`config.mk`:
```
export PLATFORM = sky130hd
export DESIGN_NAME = riscv_regfile_mp
export DESIGN_NICKNAME = d
export VERILOG_FILES = /design/src/rtl/riscv_pkg.sv /design/src/rtl/riscv_gpr_scoreboard.sv /design/src/rtl/riscv_regfile_mp.sv
export SDC_FILE = /design/constraint.sdc
export NUM_CORES = 2
export LEC_CHECK = 0
export BUFFER_PORTS_ARGS = -buffer_cell sky130_fd_sc_hd__buf_2
export CAP_MARGIN = 10
export CORE_MARGIN = 2
export CORE_UTILIZATION = 50
export CTS_BUF_LIST = sky130_fd_sc_hd__clkbuf_4 sky130_fd_sc_hd__clkbuf_8
export CTS_CLUSTER_DIAMETER = 40
export CTS_CLUSTER_SIZE = 24
export DETAILED_ROUTE_END_ITERATION = 16
export PLACE_DENSITY_LB_ADDON = 0.05
export REMOVE_ABC_BUFFERS = 1
export SETUP_SLACK_MARGIN = 0.05
export SLEW_MARGIN = 15
export SYNTH_ARGS = -nofsm -noshare
export SYNTH_HDL_FRONTEND = slang
export SYNTH_SLANG_ARGS = --single-unit
```
`constraint.sdc`:
```
create_clock -name clk_i -period 79.4 [get_ports clk_i]
set_clock_uncertainty 0.1 [all_clocks]
set_input_delay 15.88 -clock clk_i [delete_from_list [all_inputs] [get_ports clk_i]]
set_output_delay 15.88 -clock clk_i [all_outputs]
set_load 0.02 [all_outputs]
```
`src/rtl/riscv_pkg.sv`:
```
// Shared constants and address type for the RISC-V integer register file.
package riscv_pkg;

    localparam int RV_NREGS_I = 32;
    localparam int RV_NREGS_E = 16;
    localparam int RV_AW_MAX  = 5;

    typedef logic [RV_AW_MAX-1:0] rv_reg_addr_t;

    // True for a writable/readable architectural register (x0 and out-of-range excluded).
    function automatic logic rv_addr_live(input rv_reg_addr_t addr, input int nregs);
        return (addr != '0) && (int'(addr) < nregs);
    endfunction

endpackage

```
`src/rtl/riscv_gpr_scoreboard.sv`:
```
// Pending-write scoreboard: one bit per GPR, set by a reservation, cleared by a write.
module riscv_gpr_scoreboard
    import riscv_pkg::*;
#(
    parameter int NREGS = 32,
    parameter int NRD   = 2,
    parameter int NWR   = 1,
    parameter int AW    = $clog2(NREGS)
) (
    input  logic                    clk_i,
    input  logic                    rst_i,
    input  logic                    rsv_i,
    input  logic [AW-1:0]           rsv_a_i,
    input  logic [NWR-1:0]          we_i,
    input  logic [NWR-1:0][AW-1:0]  wa_i,
    input  logic [NRD-1:0][AW-1:0]  ra_i,
    input  logic [NRD-1:0]          fwd_i,
    output logic [NRD-1:0]          busy_o
);

    logic [NREGS-1:0] pend_q;
    logic [NREGS-1:0] pend_d;

    // Clears are applied first so a same-cycle reservation of the same register wins.
    always_comb begin
        pend_d = pend_q;
        for (int k = 0; k < NWR; k++) begin
            if (we_i[k] && rv_addr_live(rv_reg_addr_t'(wa_i[k]), NREGS)) begin
                pend_d[wa_i[k]] = 1'b0;
            end
        end
        if (rsv_i && rv_addr_live(rv_reg_addr_t'(rsv_a_i), NREGS)) begin
            pend_d[rsv_a_i] = 1'b1;
        end
        pend_d[0] = 1'b0;
    end

    always_ff @(posedge clk_i or posedge rst_i) begin
        if (rst_i) begin
            pend_q <= '0;
        end else begin
            pend_q <= pend_d;
        end
    end

    always_comb begin
        busy_o = '0;
        for (int i = 0; i < NRD; i++) begin
            if (!rst_i && !fwd_i[i] && rv_addr_live(rv_reg_addr_t'(ra_i[i]), NREGS)) begin
                busy_o[i] = pend_q[ra_i[i]];
            end
        end
    end

endmodule

```
`src/rtl/riscv_regfile_mp.sv`:
```
// Multi-ported RISC-V GPR file with optional write-to-read forwarding and a
// pending-write scoreboard for in-flight destinations.
module riscv_regfile_mp
    import riscv_pkg::*;
#(
    parameter int XLEN   = 32,
    parameter int NREGS  = 32,
    parameter int NRD    = 2,
    parameter int NWR    = 1,
    parameter int BYPASS = 1,
    localparam int AW    = $clog2(NREGS)
) (
    input  logic                     clk_i,
    input  logic                     rst_i,
    input  logic [NWR-1:0]           we_i,
    input  logic [NWR-1:0][AW-1:0]   wa_i,
    input  logic [NWR-1:0][XLEN-1:0] wd_i,
    input  logic [NRD-1:0][AW-1:0]   ra_i,
    output logic [NRD-1:0][XLEN-1:0] rd_o,
    output logic [NRD-1:0]           rbusy_o,
    input  logic                     rsv_i,
    input  logic [AW-1:0]            rsv_a_i
);

    if (!((NREGS == RV_NREGS_I || NREGS == RV_NREGS_E) &&
          NRD >= 1 && NRD <= 4 && NWR >= 1 && NWR <= 2 &&
          (BYPASS == 0 || BYPASS == 1))) begin : g_param_check
        $error("riscv_regfile_mp: illegal parameters NREGS=%0d NRD=%0d NWR=%0d BYPASS=%0d",
               NREGS, NRD, NWR, BYPASS);
    end

    logic [XLEN-1:0] gpr_q [NREGS];
    logic [XLEN-1:0] gpr_d [NREGS];
    logic [NRD-1:0]  fwd;

    // Ascending port order makes the highest-index writer win on a collision.
    // NOTE: always_comb uses blocking '=' so later statements see earlier
    // updates; every target gets a default first so no latch is inferred.
    always_comb begin
        gpr_d = gpr_q;
        for (int k = 0; k < NWR; k++) begin
            if (we_i[k] && rv_addr_live(rv_reg_addr_t'(wa_i[k]), NREGS)) begin
                gpr_d[wa_i[k]] = wd_i[k];
            end
        end
        gpr_d[0] = '0;
    end

    // NOTE: the array is cleared on reset because software may read any GPR
    // straight after reset and expects zero; this costs a reset net per flop.
    always_ff @(posedge clk_i or posedge rst_i) begin
        if (rst_i) begin
            for (int r = 0; r < NREGS; r++) begin
                gpr_q[r] <= '0;
            end
        end else begin
            gpr_q <= gpr_d;
        end
    end

    always_comb begin
        rd_o = '0;
        fwd  = '0;
        for (int i = 0; i < NRD; i++) begin
            if (!rst_i && rv_addr_live(rv_reg_addr_t'(ra_i[i]), NREGS)) begin
                rd_o[i] = gpr_q[ra_i[i]];
                if (BYPASS != 0) begin
                    for (int k = 0; k < NWR; k++) begin
                        if (we_i[k] && wa_i[k] == ra_i[i]) begin
                            rd_o[i] = wd_i[k];
                            fwd[i]  = 1'b1;
                        end
                    end
                end
            end
        end
    end

    riscv_gpr_scoreboard #(
        .NREGS (NREGS),
        .NRD   (NRD),
        .NWR   (NWR),
        .AW    (AW)
    ) u_scoreboard (
        .clk_i   (clk_i),
        .rst_i   (rst_i),
        .rsv_i   (rsv_i),
        .rsv_a_i (rsv_a_i),
        .we_i    (we_i),
        .wa_i    (wa_i),
        .ra_i    (ra_i),
        .fwd_i   (fwd),
        .busy_o  (rbusy_o)
    );

endmodule

```
==> flow_metrics.env <==
export IMPL_drc_errors=0
export IMPL_path_cells="buf_8 > buf_4 > buf_12 > mux4_2 > nor2b_1 > nor3_1 > a221o_1 > a221o_1 > buf_2"
export IMPL_gr_usage_met1_pct=44.7
export IMPL_peakVddDrop_v=0.0000175
export IMPL_dr_first_iter_drc_count=3382
export IMPL_worstMarginPinSlew_ps=1290
export IMPL_ioPinCount=122
export IMPL_drive_gt1_share_pct=54.1
export IMPL_dp_hpwl_um=99400
export IMPL_synth_edf_count=0
export IMPL_firstDrtPassIters=5
export IMPL_wire_per_inst_um=34.8
export IMPL_synthesis_area_mm2=0.0551
export IMPL_cp_slowest_stage_delay_ps=830
export IMPL_utilization_pct=55.5
export IMPL_ys_warnings_count=0
export IMPL_antenna_found_initial=7
export IMPL_cts_root_buf="clkbuf_8"
export IMPL_hold_viol_final=0
export IMPL_path_common_cell="a221o_1"
export IMPL_rows=121
export IMPL_vias_per_cell=6.89
export IMPL_initial_utilization_pct=50.5
export IMPL_cts_sinks=1023
export IMPL_routed_wl_um=185000
export IMPL_antenna_left=0
export IMPL_final_nets=3761
export IMPL_hold_buffers=0
export IMPL_cp_max_fo=92
export IMPL_htree_num_levels=4
export IMPL_critPathLaunchType="input port"
export IMPL_max_freq_mhz=27.9
export IMPL_outcome="finished, final reports clean"
export IMPL_yosysSeqAreaShare_pct=46.4
export IMPL_finalPower_mw=1.56
export IMPL_grt_pass1_vias=38600
export IMPL_setup_viol=0
export IMPL_port_buffers=121
export IMPL_fp_coreArea_mm2=0.109
export IMPL_slew_headroom_pct=13.5
export IMPL_top_usage_layer="met2"
export IMPL_cts_buffers=163
export IMPL_slew_violations=0
export IMPL_die_w_um=336
export IMPL_use_met2_pct=53.2
export IMPL_crit_type="input port to output port"
export IMPL_max_cap_violations=0
export IMPL_async_flop_share_pct=100
export IMPL_grt_use_met3_pct=7.05
export IMPL_synthDistinctLibCells=58
export IMPL_track_usage_pct=33.3
export IMPL_syn_inst=3740
export IMPL_p_leak_nw=25.7
export IMPL_fin_tns_setup_ps=0
export IMPL_grt_overflow_total=0
export IMPL_vias=36700
export IMPL_critPathSlowestCell="buf_4"
export IMPL_endpoint_kind="output port"
export IMPL_postCtsResizedCells=0
export IMPL_layout_min_cycle_time_ps=35860
export IMPL_post_cts_setup_buffers=0
export IMPL_cts_tree="yes"
export IMPL_cellPowerDensity_mw_per_mm2=25.7
export IMPL_yosys_most_used_dff="dfrtp_1"
export IMPL_rsz0062_at_grt="no"
export IMPL_post_route_period_util_pct=45.2
export IMPL_ys_ff_latch=1023
export IMPL_postSynthAreaPerCell_um2=14.7
export IMPL_clk_pin_slew_ps=60
export IMPL_arrival_ps=19880
export IMPL_grt_pass1_wl_um=271000
export IMPL_cp_required_ps=63420
export IMPL_clk_latency_ps=840
export IMPL_cts_buffer_depth=3
export IMPL_hold_path_class="flip-flop to flip-flop"
export IMPL_dieArea_mm2=0.113
export IMPL_area_growth_pct=9.96
export IMPL_gp_congestion=0.792
export IMPL_grt_max_degree=185
export IMPL_die_h_um=336
[cell families (layout without fill, tap and decap cells)]
group | after synthesis | count (layout) | synth area share, %
muxes | 1541 | 1541 | 40.9
other | 0 | 5 | 0
DFF | 1023 | 1023 | 46.4
xor gates and xnor gates | 10 | 10 | 0.159
and+or+nand+nor | 306 | 306 | 2.83
AOI/OAI and AO/OA | 438 | 438 | 5.99
buffers and inverters | 422 | 523 | 3.72
[synthesized netlist by cell type, types with 17 or more instances]
cell,number,area share (%)
a211oi_1,29,0.39
a21oi_1,41,0.37
a221o_1,34,0.62
a221oi_1,53,0.84
a22o_1,22,0.35
a22oi_1,91,1.2
a32o_1,34,0.62
buf_1,17,0.12
buf_2,170,1.5
buf_4,24,0.33
buf_6,17,0.35
clkbuf_1,180,1.2
dfrtp_1,1023,46
mux2_2,1051,21
mux2i_1,27,0.49
mux4_2,463,19
nand2_1,71,0.48
nand3_1,30,0.27
nor2_1,55,0.37
nor2b_1,68,0.77
nor3_1,40,0.36
o21ai_0,47,0.43
o22ai_1,52,0.59
[metal layers]
layer  up-vias  routed length [um]
met2      1595               88500
li1      14600                   -
met1     20100               75400
met4         4                7510
met3       447               13800
met5         -                  30
[sequential cells by signal, summed over array words and instances (netlist names)]
register             cells
gpr_q                  992
u_scoreboard.pend_q     31
[cell type report]
class	instances	area, um2
Multi-Input combinational cell	2295	27700
Clock buffer	201	2670
Tap cell	1476	1850
Sequential cell	1023	25600
Timing Repair Buffer	212	1460
Inverter	10	45.0
Clock inverter	100	1270
Antenna cell	5	12.5
Fill cell	8839	48500
[through the flow]
step                cell area [um2]  worst slack [ps]  cells  hold WS (ps)
floorplan                     53100             34630   3328           350
CTS                           60500             43470   5315           407
global route                  60600             43250   5321           434
detailed placement            56600             43470   5014           392
finish                        60600             43540   5322           406
global placement              56600             43440   5014           370
[worst max-delay path: cells and delay by family]
kind,cells,cell delay [ps]
buf+inv,4,2180
mux,1,600
compound gates,2,690
simple gates,2,220
[worst paths after layout]
check	startpoint	end	slack (ps)	cells past startpoint
max in group asynchronous	rst_i	gpr_q[875]	60860	6
setup / recovery	ra_i[0]	rd_o[11]	43540	9
hold / removal	u_scoreboard.pend_q[3]	u_scoreboard.pend_q[3]	410	2
hold reg to reg	u_scoreboard.pend_q[3]	u_scoreboard.pend_q[3]	410	2
min in group asynchronous	rst_i	gpr_q[150]	15180	2
setup reg to reg	gpr_q[964]	gpr_q[964]	78490	1
[where the power goes]
part           total (mW)  internal [mW]  switching (mW)
clock network       0.546          0.305           0.241
logic               0.312          0.186           0.126
registers           0.699          0.624          0.0749
total                1.56           1.11           0.442
[placed cells by master, fill, tap and decap left out, types with 39 or more instances in the layout]
| cell | count |
|---|---|
| a21oi_1 | 41 |
| a221oi_1 | 53 |
| a22oi_1 | 91 |
| buf_2 | 114 |
| buf_4 | 83 |
| clkbuf_8 | 186 |
| dfrtp_1 | 1023 |
| mux2_2 | 1051 |
| mux4_2 | 463 |
| nand2_1 | 55 |
| nor2_1 | 40 |
| nor2b_1 | 62 |
| nor3_1 | 39 |
| o21ai_0 | 47 |
| o22ai_1 | 52 |
(Power assumes the default switching activity.)
